$ cat src/rtl/bus_master_port.sv
// Serial bus master: latches one command, arbitrates for the bus, shifts out a
// {mode, addr} header and either write data (then waits for ack) or reads 8 bits.
module bus_master_port #(
    parameter int TIMEOUT = 16
) (
    input  logic        clk,
    input  logic        reset,
    input  logic        enable,
    input  logic        read_en,
    input  logic [7:0]  data_in,
    input  logic [13:0] addr_in,
    input  logic        bus_grant,
    input  logic        bus_in,
    input  logic        bus_in_valid,
    input  logic        slave_ack,
    output logic        bus_request,
    output logic        bus_out,
    output logic        bus_out_valid,
    output logic [7:0]  data_out,
    output logic        done,
    output logic        error
);

    localparam int TMO_W = $clog2(TIMEOUT + 1);
    localparam logic [TMO_W-1:0] TMO_LIMIT = TMO_W'(TIMEOUT);

    typedef enum logic [2:0] {
        S_IDLE,
        S_REQ,
        S_HDR,
        S_WDATA,
        S_WAIT_ACK,
        S_RDATA,
        S_DONE
    } state_t;

    state_t state_q, state_d;

    logic             enable_prev_q, enable_prev_d;
    logic             mode_q, mode_d;
    logic [13:0]      addr_q, addr_d;
    logic [7:0]       wdata_q, wdata_d;
    logic [7:0]       rx_q, rx_d;
    logic [3:0]       cnt_q, cnt_d;
    logic [TMO_W-1:0] tmo_q, tmo_d;

    logic             bus_request_q, bus_request_d;
    logic             bus_out_q, bus_out_d;
    logic             bus_out_valid_q, bus_out_valid_d;
    logic [7:0]       data_out_q, data_out_d;
    logic             done_q, done_d;
    logic             error_q, error_d;

    logic             start;
    logic             start_acc;
    logic             tmo_hit;
    logic [7:0]       rx_shift;

    function automatic logic hdr_bit(input logic mode, input logic [13:0] addr,
                                     input logic [3:0] cnt);
        logic [14:0] frame;
        logic [3:0]  idx;
        frame = {mode, addr};
        idx   = 4'd14 - cnt;
        return frame[idx];
    endfunction

    function automatic logic wdata_bit(input logic [7:0] data, input logic [3:0] cnt);
        logic [3:0] idx;
        idx = 4'd7 - cnt;
        return data[idx[2:0]];
    endfunction

    assign start     = enable & ~enable_prev_q;
    assign start_acc = start && (state_q == S_IDLE);
    assign rx_shift  = {rx_q[6:0], bus_in};

    // State register
    always_ff @(posedge clk) begin
        if (reset) begin
            state_q <= S_IDLE;
        end else begin
            state_q <= state_d;
        end
    end

    // Next-state logic; losing the grant mid-frame always wins and re-arbitrates
    always_comb begin
        state_d = state_q;
        tmo_hit = 1'b0;
        case (state_q)
            S_IDLE: begin
                if (start) state_d = S_REQ;
            end
            S_REQ: begin
                if (bus_grant) state_d = S_HDR;
            end
            S_HDR: begin
                if (!bus_grant)          state_d = S_REQ;
                else if (cnt_q == 4'd14) state_d = mode_q ? S_RDATA : S_WDATA;
            end
            S_WDATA: begin
                if (!bus_grant)         state_d = S_REQ;
                else if (cnt_q == 4'd7) state_d = S_WAIT_ACK;
            end
            S_WAIT_ACK: begin
                if (!bus_grant) begin
                    state_d = S_REQ;
                end else if (slave_ack) begin
                    state_d = S_DONE;
                end else if (tmo_q == TMO_LIMIT) begin
                    state_d = S_DONE;
                    tmo_hit = 1'b1;
                end
            end
            S_RDATA: begin
                if (!bus_grant) begin
                    state_d = S_REQ;
                end else if (bus_in_valid) begin
                    if (cnt_q == 4'd7) state_d = S_DONE;
                end else if (cnt_q == 4'd0 && tmo_q == TMO_LIMIT) begin
                    // Timeout only guards the first bit; a started byte waits indefinitely
                    state_d = S_DONE;
                    tmo_hit = 1'b1;
                end
            end
            S_DONE: begin
                state_d = S_IDLE;
            end
            default: begin
                state_d = S_IDLE;
            end
        endcase
    end

    // Command latch, bit/timeout counters and read shift register
    always_comb begin
        enable_prev_d = enable;
        mode_d        = mode_q;
        addr_d        = addr_q;
        wdata_d       = wdata_q;
        rx_d          = rx_q;
        cnt_d         = cnt_q;
        tmo_d         = tmo_q;

        if (start_acc) begin
            mode_d  = read_en;
            addr_d  = addr_in;
            wdata_d = data_in;
        end

        if (state_q == S_RDATA && bus_in_valid) begin
            rx_d = rx_shift;
        end

        if (state_d != state_q) begin
            cnt_d = 4'd0;
            tmo_d = '0;
        end else begin
            case (state_q)
                S_HDR, S_WDATA: cnt_d = cnt_q + 4'd1;
                S_RDATA:        cnt_d = bus_in_valid ? cnt_q + 4'd1 : cnt_q;
                default:        cnt_d = cnt_q;
            endcase
            if ((state_q == S_WAIT_ACK || state_q == S_RDATA) && tmo_q != TMO_LIMIT) begin
                tmo_d = tmo_q + TMO_W'(1);
            end
        end
    end

    // Outputs are decoded from the upcoming state so every port is a flop
    always_comb begin
        bus_request_d   = 1'b0;
        bus_out_valid_d = 1'b0;
        bus_out_d       = 1'b0;
        done_d          = 1'b0;
        data_out_d      = data_out_q;
        error_d         = error_q;

        case (state_d)
            S_REQ, S_WAIT_ACK, S_RDATA: begin
                bus_request_d = 1'b1;
            end
            S_HDR: begin
                bus_request_d   = 1'b1;
                bus_out_valid_d = 1'b1;
                bus_out_d       = hdr_bit(mode_q, addr_q, cnt_d);
            end
            S_WDATA: begin
                bus_request_d   = 1'b1;
                bus_out_valid_d = 1'b1;
                bus_out_d       = wdata_bit(wdata_q, cnt_d);
            end
            S_DONE: begin
                done_d = 1'b1;
            end
            default: begin
                bus_request_d = 1'b0;
            end
        endcase

        if (state_q == S_RDATA && state_d == S_DONE && !tmo_hit) begin
            data_out_d = rx_shift;
        end

        if (start_acc) error_d = 1'b0;
        if (tmo_hit)   error_d = 1'b1;
    end

    always_ff @(posedge clk) begin
        if (reset) begin
            enable_prev_q   <= 1'b0;
            mode_q          <= 1'b0;
            addr_q          <= '0;
            wdata_q         <= '0;
            rx_q            <= '0;
            cnt_q           <= '0;
            tmo_q           <= '0;
            bus_request_q   <= 1'b0;
            bus_out_q       <= 1'b0;
            bus_out_valid_q <= 1'b0;
            data_out_q      <= '0;
            done_q          <= 1'b0;
            error_q         <= 1'b0;
        end else begin
            enable_prev_q   <= enable_prev_d;
            mode_q          <= mode_d;
            addr_q          <= addr_d;
            wdata_q         <= wdata_d;
            rx_q            <= rx_d;
            cnt_q           <= cnt_d;
            tmo_q           <= tmo_d;
            bus_request_q   <= bus_request_d;
            bus_out_q       <= bus_out_d;
            bus_out_valid_q <= bus_out_valid_d;
            data_out_q      <= data_out_d;
            done_q          <= done_d;
            error_q         <= error_d;
        end
    end

    assign bus_request   = bus_request_q;
    assign bus_out       = bus_out_q;
    assign bus_out_valid = bus_out_valid_q;
    assign data_out      = data_out_q;
    assign done          = done_q;
    assign error         = error_q;

endmodule

$ cat config.mk
export PLATFORM = sky130hd
export DESIGN_NAME = bus_master_port
export DESIGN_NICKNAME = d
export VERILOG_FILES = /design/src/rtl/bus_master_port.sv
export SDC_FILE = /design/constraint.sdc
export NUM_CORES = 1
export LEC_CHECK = 0
export CORE_ASPECT_RATIO = 1.1
export CORE_UTILIZATION = 40
export CTS_CLUSTER_DIAMETER = 200
export DETAILED_ROUTE_END_ITERATION = 6
export SLEW_MARGIN = 10
export SYNTH_ARGS = -nofsm -noshare
export SYNTH_HDL_FRONTEND = slang
export SYNTH_SLANG_ARGS = --single-unit
$ cat constraint.sdc
create_clock -name clk -period 8.5 [get_ports clk]
set_input_delay 1.7 -clock clk [delete_from_list [all_inputs] [get_ports clk]]
set_output_delay 1.7 -clock clk [all_outputs]
set_load 0.005 [all_outputs]
# --- After elaboration in Yosys (flattened, before gate mapping) ---
# Cells that the tools add are included.
classes:
  addsub: 4
  mux: 35
  bitwise_logic: 2
  n_reduce_logical: 15
  order_cmp: 2
  n_eq_ne: 16
ops:
  columns: ["op", "n"]
  rows:
  - ["3-bit two-way mux", 14]
  - ["3-bit case mux with 6 select lines", 1]
  - ["3-bit equality test (second input constant)", 5]
  - ["1-bit two-way mux", 13]
  - ["3-bit by 2-bit equality test with 1-bit output (second input constant)", 4]
  - ["4-bit two-way mux", 2]
  - ["4-bit case mux with 2 select lines", 1]
  - ["3-bit by 1-bit equality test with 1-bit output (second input constant)", 2]
  - ["1-bit logical AND", 6]
  - ["2-bit OR reduction", 3]
  - ["5-bit by 1-bit adder with 5-bit output (second input constant)", 1]
  - ["5-bit equality test (second input constant)", 1]
  - ["4-bit by 5-bit < comparator with 1-bit output (second input constant)", 1]
  - ["5-bit != test (second input constant)", 1]
  - ["5-bit OR reduction", 1]
  - ["4-bit by 1-bit adder with 4-bit output (second input constant)", 1]
  - ["1-bit binary-select mux with 4-bit select", 1]
  - ["4-bit by 3-bit equality test with 1-bit output (second input constant)", 1]
  - ["4-bit equality test (second input constant)", 1]
  - ["4-bit zero test", 1]
  - ["3-bit by 4-bit < comparator with 1-bit output (second input constant)", 1]
  - ["1-bit case mux with 2 select lines", 2]
  - ["4-bit subtractor (first input constant)", 1]
  - ["1-bit binary-select mux with 3-bit select", 1]
  - ["8 further kinds", 8]
word_totals:
  inputBits: 30
  out_inout_bits: 13
  register_bits: 56

# --- Longest topological paths before layout ---
# Gate-level depths: netlist of the first run.
logic_depth:
  depth_word: 12
  mapped_depth: 14

# --- Least setup slack after synthesis of the first run ---
# No wires, ideal clock.
synth_path:
  kind: "input to register"
  from: "in bus_grant"
  to: "reg bus_out_q (netlist: bus_out)"
  setup_ns: 0.122
  cell_stages: 13
  t_arrival_ns: 4.084
  path_slack_ns: 4.294
  path_cell_list: "clkbuf_1 -> inv_1 -> o311ai_0 -> o211ai_1 -> a211oi_1 -> and2_1 -> nor2b_1 -> ha_1 -> nand2_1 -> a21oi_1 -> a311oi_1 -> a2bb2oi_1 -> a21oi_1"
synth_between:
  elab_chain_cells: 8
  elab_cells_between_ends: 17
  classes_between: "add/sub: 2; eq/ne: 3; mux: 12"
synth_lines:
  columns: ["element", "line", "rtl"]
  rows:
  - ["start, declared", "12", "input logic bus_grant,"]
  - ["3-bit two-way mux (on tied branches)", null, null]
  - ["3-bit case mux with 6 select lines (*)", "91", "case (state_q)"]
  - ["3-bit != test (*)", "156", "if (state_d != state_q) begin"]
  - ["4-bit two-way mux (*)", "156", null]
  - ["via cnt_d[1]", "44", "logic [3:0] cnt_q, cnt_d;"]
  - ["4-bit subtractor / 3-bit subtractor (equally long branches)", "64, 70", null]
  - ["1-bit binary-select mux with 4-bit select / 1-bit binary-select mux with 3-bit select (equally long branches)", "65, 71", null]
  - ["1-bit two-way mux (on tied branches)", "65, 71", null]
  - ["1-bit case mux with 2 select lines (*)", "180", "case (state_d)"]
  - ["end signal, assigned", "234", "bus_out_q <= bus_out_d;"]
  - ["end, declared", "48", "logic bus_out_q, bus_out_d;"]
# The timed path passes the listed nets; every way through them passes the cells marked *. The select of a mux whose other input is x is not followed.
# A chain may end at the register's enable or synchronous reset.

# --- Final worst setup path of the first run ---
layout_path:
  from: "in enable"
  to: "reg bus_out_q (netlist: bus_out)"
layout_between:
  elab_chain_cells: 9
  elab_cells_between_ends: 14
  classes_between: "add/sub: 2; eq/ne: 3; mux: 8; bitwise: 1"
layout_lines:
  columns: ["element", "line", "rtl"]
  rows:
  - ["start, declared", "8", "input logic enable,"]
  - ["1-bit bitwise AND (*)", "74", "assign start = enable & ~enable_prev_q;"]
  - ["3-bit two-way mux (*)", "93", "if (start) state_d = S_REQ;"]
  - ["3-bit case mux with 6 select lines (*)", "91", null]
  - ["3-bit != test (*)", "156", null]
  - ["4-bit two-way mux (*)", "156", null]
  - ["via cnt_d[1]", "44", null]
  - ["4-bit subtractor / 3-bit subtractor (equally long branches)", "64, 70", null]
  - ["1-bit binary-select mux with 4-bit select / 1-bit binary-select mux with 3-bit select (equally long branches)", "65, 71", null]
  - ["1-bit two-way mux (on tied branches)", "65, 71", null]
  - ["1-bit case mux with 2 select lines (*)", "180", null]
# Marked as above.

==> impl_metrics.env, run 1 <==
export IMPL_avgSynthCellArea_um2=8.43
export IMPL_clock_path_buffers=2
export IMPL_rows=31
export IMPL_place_area_um2=3280
export IMPL_syn_nets=375
export IMPL_place_congestion=0.818
export IMPL_totalWireLength_mm=6.10
export IMPL_worstPathArrival_ns=4.95
export IMPL_ys_ff_latch=56
export IMPL_crit_chain="clkdlybuf4s50_1, nand3_1, o211ai_1, a211oi_1, and2_1, nor2b_1, ha_1, nand2_1, a21oi_1, a311oi_1, a2bb2oi_1, a21oi_1"
export IMPL_overflow=0
export IMPL_cts_resized=0
export IMPL_grt_pass1_vias=2191
export IMPL_fmax_mhz=211
export IMPL_antennaDiodeCount=0
export IMPL_crit_required_ns=8.71
export IMPL_cts_tree="built"
export IMPL_cts_htree_levels=2
export IMPL_fin_nets=403
export IMPL_wl_per_cell_um=13.5
export IMPL_clock_sinks=56
export IMPL_gr_usage_all_layers=0.173
export IMPL_met1_usage=0.238
export IMPL_crit_path_end_kind="flip-flop"
export IMPL_die_area_um2=7480
export IMPL_chipWidth_um=82.6
export IMPL_syn_to_final_growth_pct=18.6
export IMPL_use_met2=0.264
export IMPL_peakVddDrop_mv=0.0690
export IMPL_synth_warnings=0
export IMPL_cp_top_family="compound AO/OA/AOI/OAI gates"
export IMPL_min_path_type="reg2reg"
export IMPL_start_util=0.423
export IMPL_path_clk_slew_ns=0.10
export IMPL_synthFlopType="dfxtp_1"
export IMPL_antenna_found_initial=0
export IMPL_crit_slowest_cell="nand3_1"
export IMPL_rsz0062_at_grt="no"
export IMPL_hpwlAfterDp_mm=4.39
export IMPL_slowest_delay_ns=0.66
export IMPL_grt_max_degree=48
export IMPL_die_h_um=90.6
export IMPL_power_density_nw_per_um2=156
export IMPL_critPathBufInv=1
export IMPL_multiInputGateArea_um2=1590
export IMPL_skew_ns=0.00520
export IMPL_maxSlewViolCount=0
export IMPL_ys_seq_area_frac=0.392
export IMPL_ff_latch_area_um2=1120
export IMPL_finalSetupViolations=0
export IMPL_cts_root_buf="clkbuf_8"
export IMPL_crit_fanout=25
export IMPL_drc=0
export IMPL_startpoint_type="input pin"
export IMPL_relSlewSlack=0.381
export IMPL_core_um2=6750
export IMPL_fin_area_um2=3390
export IMPL_portBuffers=42
export IMPL_ioPinCount=43
export IMPL_cts_hold_buffers=0
export IMPL_drv_cap=0
export IMPL_numCtsBuffers=5
export IMPL_via_count=2389
export IMPL_synth_area_um2=2860
export IMPL_drt_initial_drc_count=128
export IMPL_synth_cell_types=59
export IMPL_period_minus_slack_ns=4.74
export IMPL_grt_first_pass_wirelength_mm=10.1
export IMPL_hold_viol=0
export IMPL_synth_edff_count=0
export IMPL_ant_nets=0
export IMPL_first_pass_iters=5
export IMPL_crit_type="in2reg"
export IMPL_fin_setup_tns_ns=0
export IMPL_crit_top_cell="a21oi_1"
export IMPL_leakage_nw=1.19
export IMPL_drive_gt1_frac=0.0707
export IMPL_via_per_inst=5.31
export IMPL_clk_latency_ns=0.31
export IMPL_status="complete, no violations"
export IMPL_fill_cells=679
export IMPL_worst_pin_slew_ns=0.925
export IMPL_finalCritPeriodShare=0.557
export IMPL_postCtsSetupRepairBufs=0
export IMPL_synth_cells=339
export IMPL_busiest_layer="met2"
export IMPL_postSynth_asyncResetShare=0
export IMPL_grt_use_met3=0.0323
path summary, 6_finish.rpt:
| check | slack, ns | startpoint | end | cells after the start |
|---|---|---|---|---|
| min | 0.46 | addr_q[10] | addr_q[10] | 2 |
| max | 3.76 | enable | bus_out | 12 |
| min reg2reg | 0.46 | addr_q[10] | addr_q[10] | 2 |
| max reg2reg | 4.66 | state_q[0] | bus_out | 12 |
synthesized netlist by cell type, types with 6 or more instances:
library cell	number	area (um^2)
a21oi_1	41	205
clkbuf_1	13	48.8
dfxtp_1	56	1120
ha_1	6	75.1
inv_1	9	33.8
mux2i_1	10	100
nand2_1	72	270
nand3_1	10	50.1
nand4_1	7	43.8
nor2_1	26	97.6
nor2b_1	6	37.5
o21ai_0	6	30.0
where the power goes:
group	switching [W]	internal, W
clock	0.0000877	0.0000876
sequential	0.00000798	0.000272
combinational	0.0000379	0.0000344
flip-flops by register name, indices dropped and copies added, names as in the netlist:
name           flops
addr_q            14
data_out           8
wdata_q            8
rx_q               7
tmo_q              5
cnt_q              4
state_q            3
bus_out            1
bus_out_valid      1
bus_request        1
done               1
enable_prev_q      1
error              1
mode_q             1
cell usage in the layout (no fill, tap or decap), types with 2 or more instances in the layout:
master	n
or2_2	2
ha_1	6
clkdlybuf4s50_1	42
dfxtp_1	56
inv_1	9
nand3_1	10
nand3b_1	2
a21oi_1	41
o211ai_1	3
clkbuf_8	5
nand4_1	7
nand2b_1	5
xnor2_1	3
and4b_1	2
and3_1	2
xor2_1	4
a31oi_1	2
nor2_1	26
mux4_1	3
mux2i_1	10
nand2_1	72
nand4b_1	2
o21ai_0	6
nor3_1	3
a311oi_1	2
and2_1	3
nor2b_1	6
worst reg2reg max path, delay by kind of cell (launching register included):
kind	cells	cell delay (ns)
AOI/OAI and AO/OA	6	1.36
DFF	1	0.77
adders and majority gates	1	0.30
and+or+nand+nor	5	1.31
cell type report:
cell class / count / area share
Clock buffer: 6 / 0.0214
Multi-Input combinational cell: 252 / 0.471
Inverter: 9 / 0.00997
Tap cell: 82 / 0.0303
Sequential cell: 56 / 0.331
Clock inverter: 2 / 0.0103
Timing Repair Buffer: 43 / 0.126
cell families after synthesis:
group | share of synthesized area
AO/OA/AOI/OAI | 0.166
XOR/XNOR | 0.0215
adder cells (fa/ha/maj) | 0.0263
buffers and inverters | 0.0495
flip-flops | 0.392
multiplexers | 0.0745
AND/OR/NAND/NOR | 0.270
through the flow:
step	worst slack (ns)	hold slack [ns]	utilization	std cells	total power [W]
CTS	3.75	0.460	0.502	450	0.000532
global placement	3.55	0.443	0.486	442	0.000357
floorplan	4.29	0.431	-	339	0.000333
detailed placement	3.43	0.445	0.486	442	0.000358
finish	3.76	0.457	0.502	450	0.000527
global route	3.40	0.477	0.502	450	0.000550
per-layer routing:
metal  wire (um)  vias up  part of all wire
met3         224       11             0.037
met5           0        -                 0
met2        2750       51              0.45
met4         131        0             0.021
met1        2990     1090              0.49
li1            -     1237                 -
Note: power is estimated with default switching activity, not from simulation.
==> run 2: changes to the inputs <==
- clock period: 8.5 -> 4.1 ns (I/O delays scaled with it)
==> run 2 against run 1 <==
Against the previous run: critical path type unchanged; utilization increased by 0.44 points; highest routed layer unchanged; combinational power rose by 120%; critical path depth grew 1.
==> impl_metrics.env, run 2 (synthesized netlist as in run 1, its figures left out) <==
export IMPL_peakVddDrop_mv=0.142
export IMPL_status="complete, no violations"
export IMPL_min_from="addr_q[6]"
export IMPL_crit_required_ns=4.30
export IMPL_fmax_mhz=282
export IMPL_portBuffers=42
export IMPL_worstPathArrival_ns=3.75
export IMPL_ant_nets=0
export IMPL_grt_max_degree=47
export IMPL_die_area_um2=7480
export IMPL_startpoint_type="input pin"
export IMPL_clock_sinks=56
export IMPL_hold_viol=0
export IMPL_first_pass_iters=4
export IMPL_finalCritPeriodShare=0.864
export IMPL_most_common_layout_cells="72 x nand2_1, 56 x dfxtp_1, 42 x clkdlybuf4s50_1"
export IMPL_worst_slack_ns=0.556
export IMPL_via_per_inst=5.30
export IMPL_final_util=0.506
export IMPL_postCtsSetupRepairBufs=0
export IMPL_cts_hold_buffers=0
export IMPL_min_delay_path_depth=2
export IMPL_start_util=0.423
export IMPL_drv_cap=0
export IMPL_path_clk_slew_ns=0.10
export IMPL_crit_path_end_kind="flip-flop"
export IMPL_overflow=0
export IMPL_power_density_nw_per_um2=304
export IMPL_fill_cells=678
export IMPL_drive_gt1_frac=0.0882
export IMPL_finalSetupViolations=0
export IMPL_rrSetupSlack_ns=0.78
export IMPL_drc=0
export IMPL_crit_type="in2reg"
export IMPL_rows=31
export IMPL_totalWireLength_mm=6.14
export IMPL_numCtsBuffers=5
export IMPL_fin_setup_tns_ns=0
export IMPL_antenna_found_initial=0
export IMPL_drt_initial_drc_count=107
export IMPL_grt_pass1_vias=2196
export IMPL_relSlewSlack=0.433
export IMPL_rsz0062_at_grt="no"
export IMPL_period_minus_slack_ns=3.54
export IMPL_ff_latch_area_um2=1120
export IMPL_core_um2=6750
export IMPL_layout_commonest_cell="nand2_1"
export IMPL_maxSlewViolCount=0
export IMPL_cts_root_buf="clkbuf_8"
export IMPL_wl_per_cell_um=13.5
export IMPL_gr_usage_all_layers=0.173
export IMPL_cts_tree="built"
export IMPL_largest_register_ffs=14
export IMPL_syn_to_final_growth_pct=19.6
export IMPL_fin_nets=410
export IMPL_min_path_type="reg2reg"
export IMPL_hpwlAfterDp_mm=4.58
export IMPL_grt_first_pass_wirelength_mm=10.2
export IMPL_skew_ns=0.00709
export IMPL_antennaDiodeCount=0
export IMPL_ioPinCount=43
export IMPL_multiInputGateArea_um2=1590
export IMPL_leakage_nw=1.21
export IMPL_worst_r2r_endpoint="bus_out"
export IMPL_holdPathEnd="addr_q[6]"
export IMPL_rr_worst_depth=14
export IMPL_regMostFlops="addr_q"
export IMPL_cts_htree_levels=2
export IMPL_dp_slack_ns=0.304
export IMPL_clk_latency_ns=0.31
export IMPL_die_h_um=90.6
export IMPL_clock_path_buffers=2
export IMPL_worst_pin_slew_ns=0.851
export IMPL_place_congestion=0.921
export IMPL_crit_fanout=6
export IMPL_cts_resized=0
export IMPL_via_count=2415
export IMPL_chipWidth_um=82.6
export IMPL_r2r_start="tmo_q[0]"
run 2: per-layer routing:
metal / track usage / wire length [um] / part of all wire / vias to the layer above
li1: - / - / - / 1252
met1: 0.241 / 2960 / 0.48 / 1100
met2: 0.267 / 2810 / 0.46 / 54
met3: 0.0303 / 247 / 0.040 / 9
met4: 0.0546 / 121 / 0.020 / 0
met5: 0 / 0 / 0 / -
run 2: final cells by class:
class / instances / share of cell area
Clock inverter: 2 / 0.00476
Sequential cell: 56 / 0.328
Multi-Input combinational cell: 252 / 0.466
Clock buffer: 5 / 0.0201
Inverter: 9 / 0.00989
Tap cell: 82 / 0.0300
Timing Repair Buffer: 50 / 0.141
run 2: metrics by stage:
stage / std cells / instance area [um^2] / power, W / hold slack, ns
6_report: 456 / 3420 / 0.00104 / 0.456
5_1_grt: 456 / 3420 / 0.00109 / 0.477
4_1_cts: 456 / 3420 / 0.00106 / 0.461
3_5_place_dp: 449 / 3330 / 0.000750 / 0.446
3_3_place_gp: 449 / 3330 / 0.000748 / 0.443
2_1_floorplan: 339 / 2860 / 0.000690 / 0.431
run 2: critical path, stage by stage:
cell	delay (ns)
clkdlybuf4s50_1	0.48
nand4b_1	0.15
a21boi_0	0.37
o21ai_0	0.19
a211oi_1	0.34
and2_1	0.23
nor2b_1	0.16
ha_1	0.31
nand2_1	0.10
a21oi_1	0.04
a311oi_1	0.27
a2bb2oi_1	0.20
a21oi_1	0.08
run 2: worst max-delay path by stage:
stage                 start  endpoint  slack, ns  cells past startpoint
3_3_place_gp   bus_in_valid   bus_out       0.41                     13
5_1_grt        bus_in_valid   bus_out       0.28                     13
3_5_place_dp   bus_in_valid   bus_out       0.30                     11
6_report       bus_in_valid   bus_out       0.56                     13
2_1_floorplan     bus_grant   bus_out       0.77                     13
4_1_cts        bus_in_valid   bus_out       0.60                     13
run 2: power by group:
group          internal [W]  total [W]  switching, W
Combinational     0.0000764   0.000161     0.0000849
Sequential         0.000563   0.000575     0.0000120
Clock              0.000120   0.000303      0.000184
==> run 3: changes to the inputs <==
- SLEW_MARGIN: 10 -> unset
==> results of run 3 <==
Same layout as run 2: the final DEF is identical, and so are final timing and power.
